$ cat src/rtl/tag_tx_encoder.sv
// -----------------------------------------------------------------------------
// tag_tx_encoder
//
// Purpose
//   Tag-to-reader reply encoder. It emits an FM0 backscatter waveform made of an
//   optional pilot tone, a fixed preamble, a payload streamed in one bit at a
//   time from the memory serializer, an optional CRC-16, and a dummy data-1.
//   One clk cycle is one half-symbol (clk = 2x BLF).
//
// Configuration
//   TAG_TX_CRC16_EN  defined   : CRC-16 generator (x^16+x^12+x^5+1, preset
//                                0xFFFF, complemented on air) is built in and
//                                crc_append selects whether it is sent.
//                    undefined : no CRC hardware; crc_append is ignored and
//                                DATA always proceeds to DUMMY.
//
// Ports
//   clk         in   half-symbol clock, rising edge active
//   reset       in   asynchronous active-high reset
//   tx_start    in   one-cycle start pulse, accepted only in IDLE
//   trext       in   sampled with tx_start: 1 = send the 12-symbol pilot tone
//   crc_append  in   sampled with tx_start: 1 = append CRC-16
//   abort       in   synchronous abort, returns to IDLE on the next cycle
//   bit_in      in   payload bit from the serializer
//   bit_last    in   marks bit_in as the final payload bit
//   bit_req     out  one-cycle request for the next payload bit (H0 of a symbol)
//   tx_out      out  registered FM0 level to the modulator
//   tx_busy     out  high while a reply is in progress (PILOT..DONE)
//   tx_done     out  one-cycle pulse in the DONE state
// -----------------------------------------------------------------------------
module tag_tx_encoder (
  input  logic clk,
  input  logic reset,
  input  logic tx_start,
  input  logic trext,
  input  logic crc_append,
  input  logic abort,
  input  logic bit_in,
  input  logic bit_last,
  output logic bit_req,
  output logic tx_out,
  output logic tx_busy,
  output logic tx_done
);

  localparam logic [2:0] ST_IDLE     = 3'd0;
  localparam logic [2:0] ST_PILOT    = 3'd1;
  localparam logic [2:0] ST_PREAMBLE = 3'd2;
  localparam logic [2:0] ST_DATA     = 3'd3;
  localparam logic [2:0] ST_CRC      = 3'd4;
  localparam logic [2:0] ST_DUMMY    = 3'd5;
  localparam logic [2:0] ST_DONE     = 3'd6;

  // Preamble half-symbol levels, leftmost (bit 11) first. The pattern carries
  // the deliberate FM0 violation and ends at level 1.
  localparam logic [11:0] PREAMBLE_PAT = 12'b1101_0010_0011;

  // Last cycle index inside each timed state (cnt_q counts half-symbols).
  localparam logic [4:0] PILOT_LAST = 5'd23;
  localparam logic [4:0] PRE_REQ    = 5'd10;
  localparam logic [4:0] PRE_LAST   = 5'd11;
  localparam logic [4:0] CRC_LAST   = 5'd31;
  localparam logic [4:0] DUMMY_LAST = 5'd1;

  logic [2:0] state_q, state_d;
  logic [4:0] cnt_q, cnt_d;
  logic       tx_out_q, tx_out_d;
  logic       cur_bit_q, cur_bit_d;    // payload bit being (or about to be) encoded
  logic       cur_last_q, cur_last_d;  // cur_bit_q is the final payload bit

  logic       start_accept;
  logic       sample_en;
  logic       sym_bit;
  logic       go_crc;
  logic       crc_sym_bit;
  logic [3:0] pre_idx;

  // ---------------------------------------------------------------------------
  // Handshake and symbol-bit selection
  // ---------------------------------------------------------------------------
  assign start_accept = (state_q == ST_IDLE) && tx_start && !abort;

  // Request in H0, sample at the end of the following H1. The first request is
  // in the second-to-last preamble half so the first bit is ready for DATA.
  // Once the final bit is held in cur_last_q no further request is made.
  assign bit_req = ((state_q == ST_PREAMBLE) && (cnt_q == PRE_REQ)) ||
                   ((state_q == ST_DATA) && !cnt_q[0] && !cur_last_q);

  assign sample_en = ((state_q == ST_PREAMBLE) && (cnt_q == PRE_LAST)) ||
                     ((state_q == ST_DATA) && cnt_q[0] && !cur_last_q);

  // Bit value carried by the symbol currently on air; only consulted when the
  // next cycle is H1 of the same symbol.
  always_comb begin
    sym_bit = 1'b1;
    case (state_q)
      ST_PILOT: sym_bit = 1'b0;
      ST_DATA:  sym_bit = cur_bit_q;
      ST_CRC:   sym_bit = crc_sym_bit;
      default:  sym_bit = 1'b1;   // DUMMY is a data-1
    endcase
  end

  // ---------------------------------------------------------------------------
  // Optional CRC-16 generator
  // ---------------------------------------------------------------------------
`ifdef TAG_TX_CRC16_EN
  localparam logic [15:0] CRC_POLY = 16'h1021;

  logic [15:0] crc_q, crc_d;
  logic [15:0] crc_upd;
  logic        crc_app_q, crc_app_d;
  logic        crc_fb;

  genvar gi;

  // One MSB-first LFSR step for the bit being sampled.
  assign crc_fb     = crc_q[15] ^ bit_in;
  assign crc_upd[0] = crc_fb;
  generate
    for (gi = 1; gi < 16; gi++) begin : g_crc_step
      if (CRC_POLY[gi]) begin : g_tap
        assign crc_upd[gi] = crc_q[gi-1] ^ crc_fb;
      end else begin : g_shift
        assign crc_upd[gi] = crc_q[gi-1];
      end
    end
  endgenerate

  always_comb begin
    crc_d     = crc_q;
    crc_app_d = crc_app_q;
    if (start_accept) begin
      crc_app_d = crc_append;
    end
    if (sample_en) begin
      crc_d = crc_upd;
    end else if ((state_q == ST_CRC) && cnt_q[0]) begin
      // Transmission walks the register MSB-first; shift after each symbol.
      crc_d = {crc_q[14:0], 1'b0};
    end
    // Any return to IDLE (normal end or abort) re-presets for the next reply.
    if (state_d == ST_IDLE) begin
      crc_d = 16'hFFFF;
    end
  end

  always_ff @(posedge clk or posedge reset) begin
    if (reset) begin
      crc_q     <= 16'hFFFF;
      crc_app_q <= 1'b0;
    end else begin
      crc_q     <= crc_d;
      crc_app_q <= crc_app_d;
    end
  end

  assign go_crc      = crc_app_q;
  assign crc_sym_bit = ~crc_q[15];  // ones-complement goes on air
`else
  logic crc_append_unused;

  assign crc_append_unused = crc_append;
  assign go_crc            = 1'b0;
  assign crc_sym_bit       = 1'b0;
`endif

  // ---------------------------------------------------------------------------
  // State sequencing
  // ---------------------------------------------------------------------------
  always_comb begin
    state_d    = state_q;
    cnt_d      = cnt_q + 5'd1;
    cur_bit_d  = cur_bit_q;
    cur_last_d = cur_last_q;

    if (sample_en) begin
      cur_bit_d  = bit_in;
      cur_last_d = bit_last;
    end

    case (state_q)
      ST_IDLE: begin
        cnt_d = '0;
        if (tx_start) begin
          state_d = trext ? ST_PILOT : ST_PREAMBLE;
        end
      end
      ST_PILOT: begin
        if (cnt_q == PILOT_LAST) begin
          state_d = ST_PREAMBLE;
          cnt_d   = '0;
        end
      end
      ST_PREAMBLE: begin
        if (cnt_q == PRE_LAST) begin
          state_d = ST_DATA;
          cnt_d   = '0;
        end
      end
      ST_DATA: begin
        // Only the half-symbol phase matters here.
        cnt_d = {4'd0, ~cnt_q[0]};
        if (cnt_q[0] && cur_last_q) begin
          state_d = go_crc ? ST_CRC : ST_DUMMY;
          cnt_d   = '0;
        end
      end
      ST_CRC: begin
        if (cnt_q == CRC_LAST) begin
          state_d = ST_DUMMY;
          cnt_d   = '0;
        end
      end
      ST_DUMMY: begin
        if (cnt_q == DUMMY_LAST) begin
          state_d = ST_DONE;
          cnt_d   = '0;
        end
      end
      ST_DONE: begin
        state_d = ST_IDLE;
        cnt_d   = '0;
      end
      default: begin
        state_d = ST_IDLE;
        cnt_d   = '0;
      end
    endcase

    if (abort) begin
      state_d = ST_IDLE;
      cnt_d   = '0;
    end

    if (state_d == ST_IDLE) begin
      cur_bit_d  = 1'b0;
      cur_last_d = 1'b0;
    end
  end

  // ---------------------------------------------------------------------------
  // FM0 level: computed for the half-symbol that the next cycle will carry.
  // A transition into any state resets cnt to 0, so an odd cnt_d always means
  // H1 of the symbol currently in progress.
  // ---------------------------------------------------------------------------
  assign pre_idx = 4'd11 - cnt_d[3:0];

  always_comb begin
    tx_out_d = 1'b0;
    case (state_d)
      ST_PREAMBLE: tx_out_d = PREAMBLE_PAT[pre_idx];
      ST_PILOT, ST_DATA, ST_CRC, ST_DUMMY: begin
        if (!cnt_d[0]) begin
          tx_out_d = ~tx_out_q;             // every symbol starts with a flip
        end else begin
          tx_out_d = tx_out_q ^ ~sym_bit;   // data-0 flips again mid-symbol
        end
      end
      default: tx_out_d = 1'b0;
    endcase
  end

  always_ff @(posedge clk or posedge reset) begin
    if (reset) begin
      state_q    <= ST_IDLE;
      cnt_q      <= '0;
      tx_out_q   <= 1'b0;
      cur_bit_q  <= 1'b0;
      cur_last_q <= 1'b0;
    end else begin
      state_q    <= state_d;
      cnt_q      <= cnt_d;
      tx_out_q   <= tx_out_d;
      cur_bit_q  <= cur_bit_d;
      cur_last_q <= cur_last_d;
    end
  end

  assign tx_out  = tx_out_q;
  assign tx_busy = (state_q != ST_IDLE);
  assign tx_done = (state_q == ST_DONE);

endmodule
$ cat config.mk
export PLATFORM = sky130hd
export DESIGN_NAME = tag_tx_encoder
export DESIGN_NICKNAME = d
export VERILOG_FILES = /design/src/rtl/tag_tx_encoder.sv
export SDC_FILE = /design/constraint.sdc
export NUM_CORES = 1
export LEC_CHECK = 0
export BUFFER_PORTS_ARGS = -buffer_cell sky130_fd_sc_hd__buf_4
export CAP_MARGIN = 10
export CORE_MARGIN = 2
export CORE_UTILIZATION = 31
export CTS_CLUSTER_SIZE = 28
export DETAILED_ROUTE_END_ITERATION = 8
export GPL_TIMING_DRIVEN = 0
export SYNTH_ARGS = -nofsm -noshare
export SYNTH_HDL_FRONTEND = slang
export SYNTH_SLANG_ARGS = --single-unit
export TNS_END_PERCENT = 30
$ cat constraint.sdc
create_clock -name clk -period 3.2 [get_ports clk]
set_clock_uncertainty 0.15 [all_clocks]
set_input_delay 0.64 -clock clk [delete_from_list [all_inputs] [get_ports clk]]
set_output_delay 0.64 -clock clk [all_outputs]
set_load 0.005 [all_outputs]
==> impl_results.html, run 1 <==
<table>
<tr><th>Metric</th><th>Value</th></tr>
<tr><th colspan="2">Clock network</th></tr>
<tr><td>H-tree levels</td><td>1</td></tr>
<tr><td>Clk root buf</td><td>sky130_fd_sc_hd__clkbuf_4</td></tr>
<tr><td>Largest buffer count on any clock path</td><td>2</td></tr>
<tr><td>Hold bufs inserted after CTS</td><td>0</td></tr>
<tr><td>Post-CTS Setup Inserts</td><td>0</td></tr>
<tr><td>CTS tree</td><td>done</td></tr>
<tr><td>Clock-pin slew on the worst setup and hold paths</td><td>70 ps</td></tr>
<tr><td>Clk_lat worst skew</td><td>about 270 ps</td></tr>
<tr><td>TritonCTS Buffers</td><td>3</td></tr>
<tr><td>CTS sink cnt</td><td>11</td></tr>
<tr><td>Number of cells upsized or downsized after cts</td><td>0</td></tr>
<tr><th colspan="2">Worst setup path</th></tr>
<tr><td>Slowest CP cell</td><td>sky130_fd_sc_hd__dfrtp_1</td></tr>
<tr><td>Ordered list of cells on the worst path</td><td>ha_1 &gt; and3_1 &gt; ha_1 &gt; nor2b_1 &gt; a311o_1 &gt; a311oi_2 &gt; o311a_1 &gt; xor2_1 &gt; o32ai_1</td></tr>
<tr><td>Worst setup path class</td><td>reg2reg</td></tr>
<tr><td>Data required time at the worst endpoint</td><td>3220 ps</td></tr>
<tr><td>Critical path depth in cells</td><td>9</td></tr>
<tr><td>Delay of the slowest critical-path stage</td><td>approximately 440 ps</td></tr>
<tr><td>Crit path max fanout</td><td>6</td></tr>
<tr><td>CP top delay family</td><td>compound AO/OA/AOI/OAI gates</td></tr>
<tr><td>Critical path buffer and inverter count</td><td>0</td></tr>
<tr><td>Cell count of the worst reg-to-reg path</td><td>9</td></tr>
<tr><td>Worst path arrival time</td><td>roughly 2700 ps</td></tr>
<tr><td>Type of destination of the critical path</td><td>register</td></tr>
<tr><td>Sort of element at the start of the critical path</td><td>register</td></tr>
<tr><td>Cell repeated most along the worst path</td><td>sky130_fd_sc_hd__ha_1</td></tr>
<tr><th colspan="2">Logic synthesis</th></tr>
<tr><td>Count of different cell masters after synthesis</td><td>40</td></tr>
<tr><td>Largest cells by area after synthesis</td><td>sky130_fd_sc_hd__dfrtp_1, sky130_fd_sc_hd__nor2_1, sky130_fd_sc_hd__ha_1</td></tr>
<tr><td>Cell area after synthesis</td><td>slightly above 900 um2</td></tr>
<tr><td>Async set-reset flop share out of synthesis</td><td>1.00</td></tr>
<tr><td>Sequential fraction of the synthesis area</td><td>0.303</td></tr>
<tr><td>Synth top cells by count</td><td>sky130_fd_sc_hd__nor2_1, sky130_fd_sc_hd__dfrtp_1, sky130_fd_sc_hd__a21oi_1, sky130_fd_sc_hd__nand2_1, sky130_fd_sc_hd__o21ai_0</td></tr>
<tr><td>EDFF count, synth</td><td>0</td></tr>
<tr><td>Top-area cell type share of the netlist area</td><td>0.303</td></tr>
<tr><td>Mean Syn Cell Area</td><td>roughly 8.3 um2</td></tr>
<tr><td>Number of cells produced by synthesis</td><td>approximately 110</td></tr>
<tr><td>Count of yosys warnings during synthesis</td><td>0</td></tr>
<tr><td>Synthesized netlist net count</td><td>roughly 120</td></tr>
<tr><td>Number of synthesized register bits</td><td>11</td></tr>
<tr><td>Post-synth top area cell</td><td>sky130_fd_sc_hd__dfrtp_1</td></tr>
<tr><td>Count leader, synth</td><td>sky130_fd_sc_hd__nor2_1</td></tr>
<tr><td>Synth Flop Type</td><td>sky130_fd_sc_hd__dfrtp_1</td></tr>
<tr><th colspan="2">Power and ir drop</th></tr>
<tr><td>PnR Total Power</td><td>between 0.3 and 0.4 mW</td></tr>
<tr><td>Sw Ratio</td><td>0.288</td></tr>
<tr><td>Clock group share of total power</td><td>0.307</td></tr>
<tr><td>Internal Power</td><td>roughly 0.22 mW</td></tr>
<tr><td>Reported leakage power</td><td>0.445 nW</td></tr>
<tr><td>VDD IR max</td><td>0.177 mV</td></tr>
<tr><td>Ratio of total power to cell area</td><td>290 mW/mm2</td></tr>
<tr><td>Relative contribution of sequential cells to total power</td><td>0.489</td></tr>
<tr><td>Share of total power in combinational logic</td><td>0.204</td></tr>
<tr><td>Switching Power</td><td>0.0877 mW</td></tr>
<tr><th colspan="2">Final layout</th></tr>
<tr><td>Layout overhead on the synthesized area</td><td>15.6%</td></tr>
<tr><td>Diodes inserted</td><td>0</td></tr>
<tr><td>Layout Nets</td><td>between 100 and 150</td></tr>
<tr><td>Finished Cell Area</td><td>approximately 0.0010 mm2</td></tr>
<tr><td>Layout cell share with drive strength beyond 1</td><td>0.171</td></tr>
<tr><td>Number of standard cells in the layout, taps in and fillers out</td><td>154</td></tr>
<tr><th colspan="2">STA</th></tr>
<tr><td>Number of hold violations in the final report</td><td>0</td></tr>
<tr><td>Transition time at the pin with the least slew margin</td><td>between 400 and 500 ps</td></tr>
<tr><td>Final Setup Violations</td><td>0</td></tr>
<tr><td>Final period utilization</td><td>0.841</td></tr>
<tr><td>Worst relative slew slack</td><td>0.681</td></tr>
<tr><td>Unrepaired setup endpoints after global routing</td><td>no</td></tr>
<tr><td>Slew Viols, Final</td><td>0</td></tr>
<tr><td>Clock period minus worst slack</td><td>about 2700 ps</td></tr>
<tr><td>Sum Neg Setup Slack</td><td>0 ps</td></tr>
<tr><td>Peak Freq</td><td>approximately 370 MHz</td></tr>
<tr><th colspan="2">Placement</th></tr>
<tr><td>Dpl hpwl</td><td>between 1500 and 2000 um</td></tr>
<tr><td>Dpl cell area</td><td>~0.0010 mm2</td></tr>
<tr><td>Count of input and output buffers</td><td>10</td></tr>
<tr><td>Number of placed instances, taps included</td><td>150</td></tr>
<tr><td>Global placer's final weighted congestion</td><td>0.882</td></tr>
<tr><th colspan="2">Status</th></tr>
<tr><td>Run status</td><td>complete, no violations</td></tr>
<tr><th colspan="2">Route</th></tr>
<tr><td>Number of DRC markers after the initial detailed-route iteration</td><td>28</td></tr>
<tr><td>Vias per std cell</td><td>between 5 and 6</td></tr>
<tr><td>Remaining number of nets flagged by the antenna check after routing</td><td>0</td></tr>
<tr><td>Number of vias in the routed layout</td><td>850</td></tr>
<tr><td>Total wire length after detailed routing</td><td>roughly 2100 um</td></tr>
<tr><td>Post-route DRC</td><td>0</td></tr>
<tr><td>Detailed Routing Iterations Pass 1</td><td>4</td></tr>
<tr><td>Routed length per placed instance</td><td>13.8 um</td></tr>
<tr><th colspan="2">Die</th></tr>
<tr><td>DIE WIDTH</td><td>58.1 um</td></tr>
<tr><td>Total Die Area</td><td>approximately 0.0034 mm2</td></tr>
<tr><td>Height of the chip</td><td>approximately 58 um</td></tr>
<tr><td>Area of the core</td><td>0.00278 mm2</td></tr>
<tr><td>Initial Utilization</td><td>0.327</td></tr>
<tr><td>Floorplan row count</td><td>19</td></tr>
<tr><td>Number of top-level design ports</td><td>12</td></tr>
<tr><th colspan="2">Global routing</th></tr>
<tr><td>Pin count of the biggest net entering global routing</td><td>12</td></tr>
<tr><td>Number of global-route vias before repair</td><td>~810</td></tr>
<tr><td>First-pass GRT wire length</td><td>about 3700 um</td></tr>
<tr><td>All-layer global routing usage</td><td>0.143</td></tr>
<tr><td>Global route total overflow</td><td>0</td></tr>
<tr><td>Number of antenna violations at the first check in global routing</td><td>0</td></tr>
<tr><th colspan="2">Flow run</th></tr>
<tr><td>Number of maximum-capacitance violations</td><td>0</td></tr>
<tr><th colspan="2">Min path</th></tr>
<tr><td>Classification of the worst-slack hold path</td><td>in2async</td></tr>
</table>
## cell type report
type	instances	area [um2]
Fill cell	297	1730
Multi-Input combinational cell	87	582
Tap cell	31	38.8
Buffer	6	32.5
Clock buffer	3	22.5
Sequential cell	11	275
Timing Repair Buffer	10	75.1
Clock inverter	1	5.00
Inverter	5	18.8
## layer usage
| layer | vias up | share of wire | track usage |
|---|---|---|---|
| li1 | 420 | - | - |
| met4 | 0 | 0.020 | 0.0598 |
| met1 | 400 | 0.46 | 0.194 |
| met3 | 7 | 0.044 | 0.0134 |
| met2 | 23 | 0.48 | 0.232 |
| met5 | - | 0 | 0 |
## logic make-up (layout without fill, tap and decap cells)
family,count (synthesis),after routing,synth area share
flip-flops,11,11,0.303
XOR/XNOR,6,6,0.0579
adder cells (fa/ha/maj),4,4,0.0551
multiplexers,2,2,0.0234
AND/OR/NAND/NOR,47,47,0.295
AO/OA/AOI/OAI,28,28,0.209
buffers and inverters,11,25,0.0565
## power by group through the flow
stage	registers, mW	logic [mW]	clock network, mW
6_report	0.149	0.0621	0.0933
5_1_grt	0.150	0.0705	0.106
4_1_cts	0.149	0.0621	0.0969
3_5_place_dp	0.152	0.0617	0
3_3_place_gp	0.151	0.0607	0
2_1_floorplan	0.150	0.0397	0
## stage by stage
stage           util  setup slack (ps)  hold WS (ps)
2_1_floorplan      -               801           336
3_3_place_gp   0.368               584           372
3_5_place_dp   0.368               546           378
4_1_cts        0.377               502           222
5_1_grt        0.377               360           229
6_report       0.377               509           209
## sequential cells by signal, summed over array words and instances (netlist names)
| register | flops |
|---|---|
| state_q | 3 |
| cnt_q | 5 |
| tx_out | 1 |
| cur_bit_q | 1 |
| cur_last_q | 1 |
## worst register-to-register path, delay by kind of cell, from the launching register on
family                     cells  cell delay (ps)
DFF                            1              440
AOI/OAI and AO/OA              4             1140
adders and majority gates      2              460
and+or+nand+nor                2              330
xor gates and xnor gates       1               70
## layout by cell type, fill, tap and decap left out, types with 4 or more instances in the layout
| cell | Yosys | routed |
|---|---|---|
| sky130_fd_sc_hd__o21ai_0 | 7 | 7 |
| sky130_fd_sc_hd__nand2_1 | 8 | 8 |
| sky130_fd_sc_hd__dfrtp_1 | 11 | 11 |
| sky130_fd_sc_hd__buf_4 | 0 | 10 |
| sky130_fd_sc_hd__ha_1 | 4 | 4 |
| sky130_fd_sc_hd__inv_1 | 5 | 5 |
| sky130_fd_sc_hd__xor2_1 | 5 | 5 |
| sky130_fd_sc_hd__nor2_1 | 14 | 14 |
| sky130_fd_sc_hd__a21oi_1 | 8 | 8 |
| sky130_fd_sc_hd__nand3_1 | 6 | 6 |
## path summary, 6_finish.rpt
check	startpoint	endpoint	slack, ps
worst max-delay path	cnt_q[1]	tx_out	510
worst min-delay path	reset	state_q[0]	210
worst max register to register	cnt_q[1]	tx_out	510
worst min register to register	cur_bit_q	cur_bit_q	390
max in group asynchronous	reset	state_q[2]	2400
min in group clk	cur_bit_q	cur_bit_q	390
(Power assumes the default switching activity.)
==> inputs of run 2 (changes only) <==
--- a/config.mk
+++ b/config.mk
@@ -5,6 +5,7 @@
 export SDC_FILE = /design/constraint.sdc
 export NUM_CORES = 1
 export LEC_CHECK = 0
+export ABC_AREA = 1
 export BUFFER_PORTS_ARGS = -buffer_cell sky130_fd_sc_hd__buf_4
 export CAP_MARGIN = 10
 export CORE_MARGIN = 2
==> constraint.sdc (replaced) <==
create_clock -name clk -period 2.7 [get_ports clk]
set_clock_uncertainty 0.15 [all_clocks]
set_input_delay 0.54 -clock clk [delete_from_list [all_inputs] [get_ports clk]]
set_output_delay 0.54 -clock clk [all_outputs]
set_load 0.005 [all_outputs]
==> run 2 against run 1 <==
Routed wire length decreased by 0.99%. Sequential power increased by 22%. Clock power increased by 30%. Synthesized cell count increased by 31%. Synthesized area increased by 9.1%. Die area increased by 8.5%. Critical path depth increased by 6. Worst setup slack got worse by 21 ps. Clock-buffer cell count increased by 1. Register-to-register slack got worse by 20 ps. Largest power group unchanged.
==> impl_results.html, run 2 <==
<table>
<tr><th>Metric</th><th>Value</th></tr>
<tr><th colspan="2">Status</th></tr>
<tr><td>Run status</td><td>complete, no violations (unchanged)</td></tr>
<tr><th colspan="2">Logic synthesis</th></tr>
<tr><td>Async set-reset flop share out of synthesis</td><td>1.00 (unchanged)</td></tr>
<tr><td>Synth top cells by count</td><td>sky130_fd_sc_hd__nand2_1, sky130_fd_sc_hd__inv_1, sky130_fd_sc_hd__nor2_1 (was sky130_fd_sc_hd__nor2_1, sky130_fd_sc_hd__dfrtp_1, sky130_fd_sc_hd__a21oi_1, sky130_fd_sc_hd__nand2_1, sky130_fd_sc_hd__o21ai_0)</td></tr>
<tr><td>Count of yosys warnings during synthesis</td><td>0 (unchanged)</td></tr>
<tr><td>Largest cells by area after synthesis</td><td>sky130_fd_sc_hd__dfrtp_1, sky130_fd_sc_hd__nand2_1, sky130_fd_sc_hd__inv_1 (was sky130_fd_sc_hd__dfrtp_1, sky130_fd_sc_hd__nor2_1, sky130_fd_sc_hd__ha_1)</td></tr>
<tr><td>Cell area after synthesis</td><td>991 um2 (was 908 um2)</td></tr>
<tr><td>EDFF count, synth</td><td>0 (unchanged)</td></tr>
<tr><td>Mean Syn Cell Area</td><td>6.93 um2 (was 8.33 um2)</td></tr>
<tr><td>Synthesized netlist net count</td><td>155 (was 121)</td></tr>
<tr><td>Number of cells produced by synthesis</td><td>143 (was 109)</td></tr>
<tr><td>Count leader, synth</td><td>sky130_fd_sc_hd__nand2_1 (was sky130_fd_sc_hd__nor2_1)</td></tr>
<tr><td>Count of different cell masters after synthesis</td><td>28 (was 40)</td></tr>
<tr><td>Top-area cell type share of the netlist area</td><td>0.278 (was 0.303)</td></tr>
<tr><td>Post-synth top area cell</td><td>sky130_fd_sc_hd__dfrtp_1 (unchanged)</td></tr>
<tr><td>Sequential fraction of the synthesis area</td><td>0.278 (was 0.303)</td></tr>
<tr><td>Synth Flop Type</td><td>sky130_fd_sc_hd__dfrtp_1 (unchanged)</td></tr>
<tr><td>Number of synthesized register bits</td><td>11 (unchanged)</td></tr>
<tr><th colspan="2">Final layout</th></tr>
<tr><td>Number of standard cells in the layout, taps in and fillers out</td><td>201 (was 154)</td></tr>
<tr><td>Layout overhead on the synthesized area</td><td>15.8% (was 15.6%)</td></tr>
<tr><td>Reg with most FFs</td><td>cnt_q (unchanged)</td></tr>
<tr><td>Diodes inserted</td><td>0 (unchanged)</td></tr>
<tr><td>Flip-flop count of the largest register after layout</td><td>5 (unchanged)</td></tr>
<tr><td>Most common cell after layout, fill and taps aside</td><td>sky130_fd_sc_hd__nand2_1 (was sky130_fd_sc_hd__nor2_1)</td></tr>
<tr><td>Layout cell share with drive strength beyond 1</td><td>0.255 (was 0.171)</td></tr>
<tr><td>Finished Cell Area</td><td>0.00115 mm2 (was 0.00105 mm2)</td></tr>
<tr><td>Leading cell types in the layout, fill and taps excluded</td><td>sky130_fd_sc_hd__nand2_1, sky130_fd_sc_hd__inv_1, sky130_fd_sc_hd__nor2_1, sky130_fd_sc_hd__dfrtp_1, sky130_fd_sc_hd__buf_4 (was sky130_fd_sc_hd__nor2_1, sky130_fd_sc_hd__dfrtp_1, sky130_fd_sc_hd__buf_4, sky130_fd_sc_hd__nand2_1, sky130_fd_sc_hd__a21oi_1)</td></tr>
<tr><td>Layout Nets</td><td>170 (was 136)</td></tr>
<tr><td>Biggest registers after layout</td><td>cnt_q (5), state_q (3) (unchanged)</td></tr>
<tr><th colspan="2">STA</th></tr>
<tr><td>Worst relative slew slack</td><td>0.707 (was 0.681)</td></tr>
<tr><td>Peak Freq</td><td>452 MHz (was 372 MHz)</td></tr>
<tr><td>Number of hold violations in the final report</td><td>0 (unchanged)</td></tr>
<tr><td>Slew Viols, Final</td><td>0 (unchanged)</td></tr>
<tr><td>Final Setup Violations</td><td>0 (unchanged)</td></tr>
<tr><td>Transition time at the pin with the least slew margin</td><td>439 ps (was 474 ps)</td></tr>
<tr><td>Final period utilization</td><td>0.819 (was 0.841)</td></tr>
<tr><td>Unrepaired setup endpoints after global routing</td><td>no (unchanged)</td></tr>
<tr><td>Sum Neg Setup Slack</td><td>0 ps (unchanged)</td></tr>
<tr><td>Smallest hold slack</td><td>104 ps (was 209 ps)</td></tr>
<tr><td>Clock period minus worst slack</td><td>2210 ps (was 2690 ps)</td></tr>
<tr><th colspan="2">Worst setup path</th></tr>
<tr><td>Data required time at the worst endpoint</td><td>2720 ps (was 3220 ps)</td></tr>
<tr><td>Crit path max fanout</td><td>7 (was 6)</td></tr>
<tr><td>Worst setup path class</td><td>reg2reg (unchanged)</td></tr>
<tr><td>Type of destination of the critical path</td><td>register (unchanged)</td></tr>
<tr><td>Worst path arrival time</td><td>2240 ps (was 2710 ps)</td></tr>
<tr><td>Sort of element at the start of the critical path</td><td>register (unchanged)</td></tr>
<tr><th colspan="2">Route</th></tr>
<tr><td>Vias per std cell</td><td>4.41 (was 5.52)</td></tr>
<tr><td>Routed length per placed instance</td><td>10.4 um (was 13.8 um)</td></tr>
<tr><td>Post-route DRC</td><td>0 (unchanged)</td></tr>
<tr><td>Remaining number of nets flagged by the antenna check after routing</td><td>0 (unchanged)</td></tr>
<tr><td>Number of vias in the routed layout</td><td>887 (was 850)</td></tr>
<tr><td>Met2 wire len</td><td>1030 um (was 1010 um)</td></tr>
<tr><td>Highest metal used</td><td>met4 (unchanged)</td></tr>
<tr><td>Detailed Routing Iterations Pass 1</td><td>4 (unchanged)</td></tr>
<tr><td>Total wire length after detailed routing</td><td>2100 um (was 2120 um)</td></tr>
<tr><td>Number of DRC markers after the initial detailed-route iteration</td><td>19 (was 28)</td></tr>
<tr><td>Met3 routed wirelength</td><td>36 um (was 94 um)</td></tr>
<tr><td>Wire length on met1</td><td>984 um (was 972 um)</td></tr>
<tr><th colspan="2">Global routing</th></tr>
<tr><td>Number of antenna violations at the first check in global routing</td><td>0 (unchanged)</td></tr>
<tr><td>Global route total overflow</td><td>0 (unchanged)</td></tr>
<tr><td>First-pass GRT wire length</td><td>3800 um (was 3690 um)</td></tr>
<tr><td>All-layer global routing usage</td><td>0.143 (about the same)</td></tr>
<tr><td>Number of global-route vias before repair</td><td>857 (was 807)</td></tr>
<tr><td>Pin count of the biggest net entering global routing</td><td>12 (unchanged)</td></tr>
<tr><th colspan="2">Die</th></tr>
<tr><td>Floorplan row count</td><td>20 (was 19)</td></tr>
<tr><td>Height of the chip</td><td>60.5 um (was 58.1 um)</td></tr>
<tr><td>Area of the core</td><td>0.00305 mm2 (was 0.00278 mm2)</td></tr>
<tr><td>DIE WIDTH</td><td>60.5 um (was 58.1 um)</td></tr>
<tr><td>Initial Utilization</td><td>0.325 (was 0.327)</td></tr>
<tr><td>Number of top-level design ports</td><td>12 (unchanged)</td></tr>
<tr><td>Total Die Area</td><td>0.00367 mm2 (was 0.00338 mm2)</td></tr>
<tr><th colspan="2">Power and ir drop</th></tr>
<tr><td>Ratio of total power to cell area</td><td>374 mW/mm2 (was 290 mW/mm2)</td></tr>
<tr><td>VDD IR max</td><td>0.214 mV (was 0.177 mV)</td></tr>
<tr><td>Reported leakage power</td><td>0.602 nW (was 0.445 nW)</td></tr>
<tr><th colspan="2">Clock network</th></tr>
<tr><td>H-tree levels</td><td>1 (unchanged)</td></tr>
<tr><td>TritonCTS Buffers</td><td>3 (unchanged)</td></tr>
<tr><td>Clk root buf</td><td>sky130_fd_sc_hd__clkbuf_4 (unchanged)</td></tr>
<tr><td>Clock-pin slew on the worst setup and hold paths</td><td>80 ps (was 70 ps)</td></tr>
<tr><td>CTS tree</td><td>done (unchanged)</td></tr>
<tr><td>Hold bufs inserted after CTS</td><td>0 (unchanged)</td></tr>
<tr><td>Largest buffer count on any clock path</td><td>2 (unchanged)</td></tr>
<tr><td>Post-CTS Setup Inserts</td><td>0 (unchanged)</td></tr>
<tr><td>Number of cells upsized or downsized after cts</td><td>0 (unchanged)</td></tr>
<tr><td>CTS sink cnt</td><td>11 (unchanged)</td></tr>
<tr><td>Clk_lat worst skew</td><td>280 ps (was 270 ps)</td></tr>
<tr><th colspan="2">Placement</th></tr>
<tr><td>Global placer's final weighted congestion</td><td>0.789 (was 0.882)</td></tr>
<tr><td>Dpl cell area</td><td>0.00112 mm2 (was 0.00102 mm2)</td></tr>
<tr><td>Dpl hpwl</td><td>1750 um (was 1680 um)</td></tr>
<tr><td>Count of input and output buffers</td><td>10 (unchanged)</td></tr>
<tr><td>Number of placed instances, taps included</td><td>197 (was 150)</td></tr>
<tr><th colspan="2">Min path</th></tr>
<tr><td>Classification of the worst-slack hold path</td><td>in2async (unchanged)</td></tr>
<tr><th colspan="2">Flow run</th></tr>
<tr><td>Number of maximum-capacitance violations</td><td>0 (unchanged)</td></tr>
</table>
[run 2: changes by cell type in the layout (fill, tap and decap cells not counted), moves of 6 or more]
| cell | change |
|---|---|
| sky130_fd_sc_hd__a21oi_1 | -6 |
| sky130_fd_sc_hd__inv_1 | +14 |
| sky130_fd_sc_hd__inv_2 | +7 |
| sky130_fd_sc_hd__nand2_1 | +29 |
[run 2: area by class of cell]
| type | count | area [um2] |
|---|---|---|
| fillers | 356 | 1910 |
| inverters | 28 | 105 |
| clock buffers | 4 | 26.3 |
| repair buffers | 10 | 75.1 |
| well taps | 44 | 55.1 |
| flip-flops and latches | 11 | 275 |
| multi-input cells | 104 | 611 |
[run 2: stage by stage]
step | total power [mW] | setup WS [ps] | util
global route | 0.458 | 215 | 0.376
finish | 0.429 | 488 | 0.376
global placement | 0.312 | 492 | 0.367
CTS | 0.435 | 453 | 0.376
floorplan | 0.276 | 729 | -
detailed placement | 0.314 | 486 | 0.367
[run 2: path summary, 6_finish.rpt]
path / to / depth (start not counted) / slack, ps / from
worst max-delay path: tx_out / 15 / 490 / cnt_q[0]
min in group clk: state_q[0] / 2 / 280 / abort
worst min register to register: cur_bit_q / 4 / 430 / cur_bit_q
max in group asynchronous: cnt_q[2] / 2 / 1990 / reset
worst min-delay path: cur_bit_q / 2 / 100 / reset
worst max register to register: tx_out / 15 / 490 / cnt_q[0]
[run 2: worst max-delay path, cell delays in order (launching register included)]
cell                      delay (ps)
sky130_fd_sc_hd__dfrtp_1         480
sky130_fd_sc_hd__ha_1            270
sky130_fd_sc_hd__nand2_1          70
sky130_fd_sc_hd__nor2_1          100
sky130_fd_sc_hd__ha_1            150
sky130_fd_sc_hd__inv_1            50
sky130_fd_sc_hd__nand2_1          70
sky130_fd_sc_hd__nand2_2          90
sky130_fd_sc_hd__nor2_4          230
sky130_fd_sc_hd__nor2_4           50
sky130_fd_sc_hd__nand2_1         100
sky130_fd_sc_hd__nand2_1          60
sky130_fd_sc_hd__nand3_1          80
sky130_fd_sc_hd__nand2_1          60
sky130_fd_sc_hd__nand2_1          50
sky130_fd_sc_hd__nand2_1          40
[run 2: cells by family after synthesis]
family                   count (synthesis)  share of synthesized area
AO/OA/AOI/OAI                           12                      0.102
XOR/XNOR                                 1                    0.00884
adder cells (fa/ha/maj)                  4                     0.0505
buffers and inverters                   28                      0.106
flip-flops                              11                      0.278
multiplexers                             2                     0.0202
AND/OR/NAND/NOR                         85                      0.434
[run 2: routing by layer]
metal / GRT usage / up-vias
met5: 0 / -
met3: 0.0192 / 4
met2: 0.241 / 12
met4: 0.0652 / 0
li1: - / 471
met1: 0.183 / 400
[run 2: power by group]
| part | switching (mW) | internal (mW) |
|---|---|---|
| clock network | 0.0631 | 0.0574 |
| registers | 0.0104 | 0.172 |
| logic | 0.0795 | 0.0468 |
| total | 0.153 | 0.276 |
